### config.mk
export PLATFORM = sky130hd
export DESIGN_NAME = twiddle_seq
export DESIGN_NICKNAME = d
export VERILOG_FILES = /design/src/rtl/twiddle_seq.sv
export SDC_FILE = /design/constraint.sdc
export NUM_CORES = 1
export LEC_CHECK = 0
export CAP_MARGIN = 20
export CORE_ASPECT_RATIO = 1.25
export CORE_MARGIN = 2
export CORE_UTILIZATION = 30
export CTS_CLUSTER_DIAMETER = 60
export CTS_CLUSTER_SIZE = 8
export DETAILED_ROUTE_END_ITERATION = 8
export HOLD_SLACK_MARGIN = 0.08
export PLACE_DENSITY_LB_ADDON = 0.3
export SKIP_CTS_REPAIR_TIMING = 1
export SLEW_MARGIN = 30
export SYNTH_ARGS = -nofsm -noshare
export SYNTH_HDL_FRONTEND = slang
export SYNTH_SLANG_ARGS = --single-unit
### constraint.sdc
create_clock -name clk -period 8.1 [get_ports clk]
set_input_delay 1.215 -clock clk [delete_from_list [all_inputs] [get_ports clk]]
set_output_delay 1.215 -clock clk [all_outputs]
set_load 0.01 [all_outputs]
### src/rtl/twiddle_seq.sv
// Twiddle power sequencer: builds t0..t7 = t0*w^k mod Q by issuing seven serial
// requests to an external pipelined modular multiplier.
module twiddle_seq #(
  parameter logic [11:0] Q = 12'd3329
) (
  input  logic         clk,
  input  logic         rst,
  input  logic [11:0]  a_in,
  input  logic [11:0]  b_in,
  input  logic         blk_krdy,
  input  logic         blk_drdy,
  input  logic         blk_en,
  input  logic         blk_rstn,
  output logic         blk_kvld,
  output logic         blk_dvld,
  output logic [127:0] blk_dout,
  output logic         busy,
  output logic         mul_start,
  output logic [11:0]  mul_x,
  output logic [11:0]  mul_y,
  input  logic [11:0]  mul_res,
  input  logic         mul_vld
);

  // state | meaning
  // IDLE  | waiting for start / twiddle load
  // ISSUE | presenting t(k), w to the multiplier when enabled
  // WAIT  | one multiply in flight, waiting for its result
  // DONE  | table complete, one-cycle valid pulse
  // DRAIN | aborted with a multiply in flight; swallow its result
  typedef enum logic [2:0] {IDLE, ISSUE, WAIT, DONE, DRAIN} state_t;

  state_t      state, state_nx;
  logic [11:0] w;
  logic [11:0] lane [8];
  logic [2:0]  k;

  function automatic logic [11:0] red(input logic [11:0] x);
    return (x >= Q) ? x - Q : x;
  endfunction

  always_comb begin
    state_nx = state;
    if (!blk_rstn) begin
      state_nx = (state == WAIT || state == DRAIN) ? DRAIN : IDLE;
    end else begin
      case (state)
        IDLE:    if (blk_drdy) state_nx = ISSUE;
        ISSUE:   if (blk_en) state_nx = WAIT;
        WAIT:    if (mul_vld) state_nx = (k == 3'd6) ? DONE : ISSUE;
        DONE:    state_nx = IDLE;
        DRAIN:   if (mul_vld) state_nx = IDLE;
        default: state_nx = IDLE;
      endcase
    end
  end

  // An abort in ISSUE must not launch a request it would never collect.
  always_comb begin
    mul_start = (state == ISSUE) && blk_en && blk_rstn;
    mul_x     = mul_start ? lane[k] : 12'd0;
    mul_y     = mul_start ? w : 12'd0;
    blk_dvld  = (state == DONE) && blk_rstn;
    busy      = (state != IDLE);
  end

  always_comb begin
    blk_dout = '0;
    for (int i = 0; i < 8; i++) begin
      blk_dout[127-16*i -: 16] = {4'h0, lane[i]};
    end
  end

  always_ff @(posedge clk or posedge rst) begin
    if (rst) begin
      state    <= IDLE;
      w        <= 12'd0;
      k        <= 3'd0;
      blk_kvld <= 1'b0;
      for (int i = 0; i < 8; i++) lane[i] <= 12'd0;
    end else begin
      state    <= state_nx;
      blk_kvld <= (state == IDLE) && blk_krdy && blk_rstn;
      if (!blk_rstn) begin
        for (int i = 0; i < 8; i++) lane[i] <= 12'd0;
      end else begin
        case (state)
          IDLE: begin
            if (blk_krdy) w <= red(b_in);
            if (blk_drdy) begin
              lane[0] <= red(a_in);
              for (int i = 1; i < 8; i++) lane[i] <= 12'd0;
              k <= 3'd0;
            end
          end
          WAIT: begin
            if (mul_vld) begin
              lane[k + 3'd1] <= mul_res;
              if (k != 3'd6) k <= k + 3'd1;
            end
          end
          default: ;
        endcase
      end
    end
  end

endmodule

==> summary.md <==
| Metric | Value |
|---|---|
| Status | `complete, no violations` |
| DR pass1 iterations | `5` |
| Register area | `approximately 2900 sq um` |
| CTS buffer count | `17` |
| Seq/Total Area, Yosys | `0.465` |
| RSZ-0062 raised after global routing | `false` |
| Complex-gate fraction of the synthesized area | `0.154` |
| Syn Area/Cell | `between 9 and 10 sq um` |
| Ys Warns | `0` |
| GR Util All Layers | `0.192` |
| H-Tree Depth | `4` |
| Final min period | `slightly above 5000 ps` |
| Delay-heaviest family, CP | `buffers and inverters` |
| Clk_lat worst skew | `approximately 420 ps` |
| CP required | `about 6900 ps` |
| Dominant cells by area after synthesis | `dfrtp_1 (47%), mux4_2 (8.7%), o21ai_0 (8.3%)` |
| Setup violations, final | `0` |
| Largest net degree at the start of global routing | `73` |
| Critical Path End | `mul_y[10]` |
| Slew @ Worst Pin | `980 ps` |
| Post-DR wirelength/cell | `around 20 um` |
| CTS tree | `done` |
| Hold/Removal Path Class | `flip-flop to flip-flop` |
| Final WS setup | `2920 ps` |
| Mapped Cells | `about 650` |
| Simple-gate portion of the synthesized area | `0.159` |
| Antenna violations before repair | `0` |
| Buf+Inv Stages, Crit Path | `3` |
| Most frequent CP cell | `clkdlybuf4s50_1` |
| Vias in the first global route | `roughly 5400` |
| Peak supply drop | `slightly above 0.0001 V` |
| Area growth syn-to-layout | `38.7%` |
| Crit Reg-Reg Endpoint | `blk_dout[122]$_DFFE_PP0P_` |
| Clk buf depth | `2` |
| Routed Wire Length | `roughly 21000 um` |
| Worst-path clk slew | `60 ps` |
| Post-synth EDFFs | `0` |
| Setup TNS | `0 ps` |
| WP depth | `5` |
| Area of the multi-input gates | `~3000 sq um` |
| Clock tree sinks | `~120` |
| Die area | `approximately 22000 sq um` |
| Chip width | `132 um` |
| First-pass GRT wire length | `around 32000 um` |
| CP endpoint kind | `primary output` |
| Initial core utilization | `0.306` |
| DP HPWL | `between 15000 and 20000 um` |
| Total Power | `around 0.0016 W` |
| Max-cap violations | `0` |
| Via count | `about 5500` |
| Pleak | `between 3 and 4 nW` |
| Root Buffer | `clkbuf_16` |
| Cell area after synthesis | `6180 sq um` |
| CP startpoint kind | `primary input` |
| Cell area power density | `roughly 190 nW/um^2` |
| Final setup skew | `10.9 ps` |
| R2R Setup Slk | `slightly above 5000 ps` |
| Reg2Reg Launch Point | `k[0]$_DFFE_PP0P_` |
| Remaining Overflow, GRT | `0` |
| Worst hold margin | `slightly below 500 ps` |
| Largest family of logic cells by synthesized area | `simple AND/OR/NAND/NOR gates` |
| Worst Setup Path Type | `primary input to primary output` |
| Slew HR | `0.347` |
| Fillers | `2050` |
| Die Ht | `around 160 um` |
| Post-synthesis xor/xnor area fraction | `0.0213` |
| Biggest cell delay along the critical path | `roughly 800 ps` |
| Largest area contributor in the netlist | `dfrtp_1` |
| Worst setup startpoint | `blk_rstn` |
| Period utilization | `0.639` |
| Crit path max fanout | `14` |
| Post-synth top area share | `0.465` |
| Reg2Reg Depth | `6` |
| DR DRC count | `0` |
| Number of diodes | `0` |
| Fmax | `193 MHz` |
| Seq cells post-synth | `approximately 120` |
| Mux contribution to synthesized area | `0.114` |
| Final hold viol count | `0` |
| Final Util | `0.425` |
| Routed vias/inst | `around 5` |
| Cells along the critical path | `clkdlybuf4s50_1 -> nand4_1 -> inv_1 -> and2_1 -> clkdlybuf4s50_1` |
| Cell variety after synth | `55` |
| Adder and majority gate portion of the synthesized area | `0.0121` |
| Core area | `20200 sq um` |
| DR iter-0 viols | `between 300 and 400` |
| Io pins | `199` |
| # rows | `slightly below 60` |
| Layout Nets | `847` |
| Arrival time worst endpoint | `~4000 ps` |
| Final Wtd Congestion | `roughly 0.84` |
| Share of flip-flops with an asynchronous set or reset | `1.00` |
| Main flop type after synthesis | `dfrtp_1` |
| Final Max Slew Viols | `0` |
| Slowest cell on crit path | `nand4_1` |
| Port buffer count | `approximately 170` |
| Layout cells sized above 1 | `0.0888` |
| Post-Place Worst Slack | `2950 ps` |
| ANT nets after route | `0` |
==> routing by layer <==
metal	global-route usage	vias to the layer above	wire, um
met5	0	-	0
met2	0.305	225	10100
met4	0.0762	0	612
met3	0.0319	35	1220
li1	-	2526	-
met1	0.263	2690	9260
==> worst reg2reg max path, cell delays in order, from the launching register on <==
cell and delay (ps):
dfrtp_4 800, ha_1 380, xor2_1 370, nor2_1 230, o21ai_1 600, a31oi_1 130
a32o_1 290
==> Yosys cell counts (2+ instances only) <==
| master | number |
|---|---|
| a221o_1 | 2 |
| nand2_1 | 127 |
| o21ai_2 | 2 |
| buf_2 | 5 |
| nand3_1 | 13 |
| o21ai_1 | 9 |
| nor3b_1 | 2 |
| xor2_1 | 8 |
| o22ai_1 | 6 |
| a22oi_1 | 3 |
| a311oi_1 | 2 |
| dfrtp_1 | 115 |
| o31ai_1 | 3 |
| clkbuf_1 | 29 |
| a2111oi_0 | 2 |
| o21ai_0 | 103 |
| o211ai_1 | 3 |
| inv_1 | 18 |
| nor2b_1 | 5 |
| o2bb2ai_1 | 6 |
| xnor2_1 | 7 |
| nor2_1 | 29 |
| nand4_1 | 2 |
| buf_4 | 32 |
| a31oi_1 | 5 |
| nor3_1 | 10 |
| mux2i_1 | 15 |
| o2111ai_1 | 2 |
| mux4_2 | 24 |
| nor4_1 | 2 |
| buf_1 | 4 |
| a21oi_1 | 7 |
| and2_1 | 16 |
| and3_1 | 4 |
| ha_1 | 6 |
==> sequential cells by signal (all words and copies together) (netlist names) <==
name	flops
blk_dout	96
k	3
blk_kvld	1
state	3
w	12
==> cell type report <==
| class | instances | share of cell area |
|---|---|---|
| clock buffers | 17 | 0.0496 |
| repair buffers | 170 | 0.198 |
| flip-flops and latches | 115 | 0.336 |
| inverters | 18 | 0.00817 |
| well taps | 270 | 0.0394 |
| multi-input cells | 476 | 0.350 |
| clock inverters | 15 | 0.0188 |
==> cells in the final DEF (no fill, tap or decap), drive strengths merged, types with 4 or more instances in the layout <==
cell	count
clkdlybuf4s50	166
nand2	127
dfrtp	115
o21ai	114
conb	32
nor2	29
inv	28
mux4	24
clkbuf	17
and2	16
mux2i	15
nand3	13
nor3	11
xor2	8
xnor2	7
a21oi	7
o22ai	6
ha	6
o2bb2ai	6
nor2b	5
a31oi	5
and3	4
buf	4
==> power breakdown <==
group / switching (W) / internal [W] / leakage, nW
Sequential: 0.0000390 / 0.000605 / 1.58
Combinational: 0.000140 / 0.0000952 / 1.57
Clock: 0.000309 / 0.000437 / 0.288
==> worst min path at each step <==
stage / from / to / slack, ps / depth (start not counted)
floorplan: w[0]$_DFFE_PP0P_ / w[0]$_DFFE_PP0P_ / 440 / 2
global placement: w[11]$_DFFE_PP0P_ / w[11]$_DFFE_PP0P_ / 480 / 2
CTS: w[2]$_DFFE_PP0P_ / w[2]$_DFFE_PP0P_ / 500 / 2
global route: w[5]$_DFFE_PP0P_ / w[5]$_DFFE_PP0P_ / 520 / 2
finish: w[2]$_DFFE_PP0P_ / w[2]$_DFFE_PP0P_ / 490 / 2
detailed placement: w[9]$_DFFE_PP0P_ / w[9]$_DFFE_PP0P_ / 480 / 2
==> cells by family (layout without fill, tap and decap cells) <==
logic type | Yosys count | after routing
adder cells (fa/ha/maj) | 6 | 6
XOR/XNOR | 15 | 15
AND/OR/NAND/NOR | 219 | 219
flip-flops | 115 | 115
AO/OA/AOI/OAI | 164 | 164
other | 1 | 32
multiplexers | 40 | 40
buffers and inverters | 88 | 220
==> metrics by stage <==
stage	std cells	instance area (sq um)
6_report	1081	8580
5_1_grt	1081	8580
4_1_cts	1081	8560
3_5_place_dp	1049	7980
3_3_place_gp	1049	7950
2_1_floorplan	679	6300
Power figures use the tool's default switching activity.
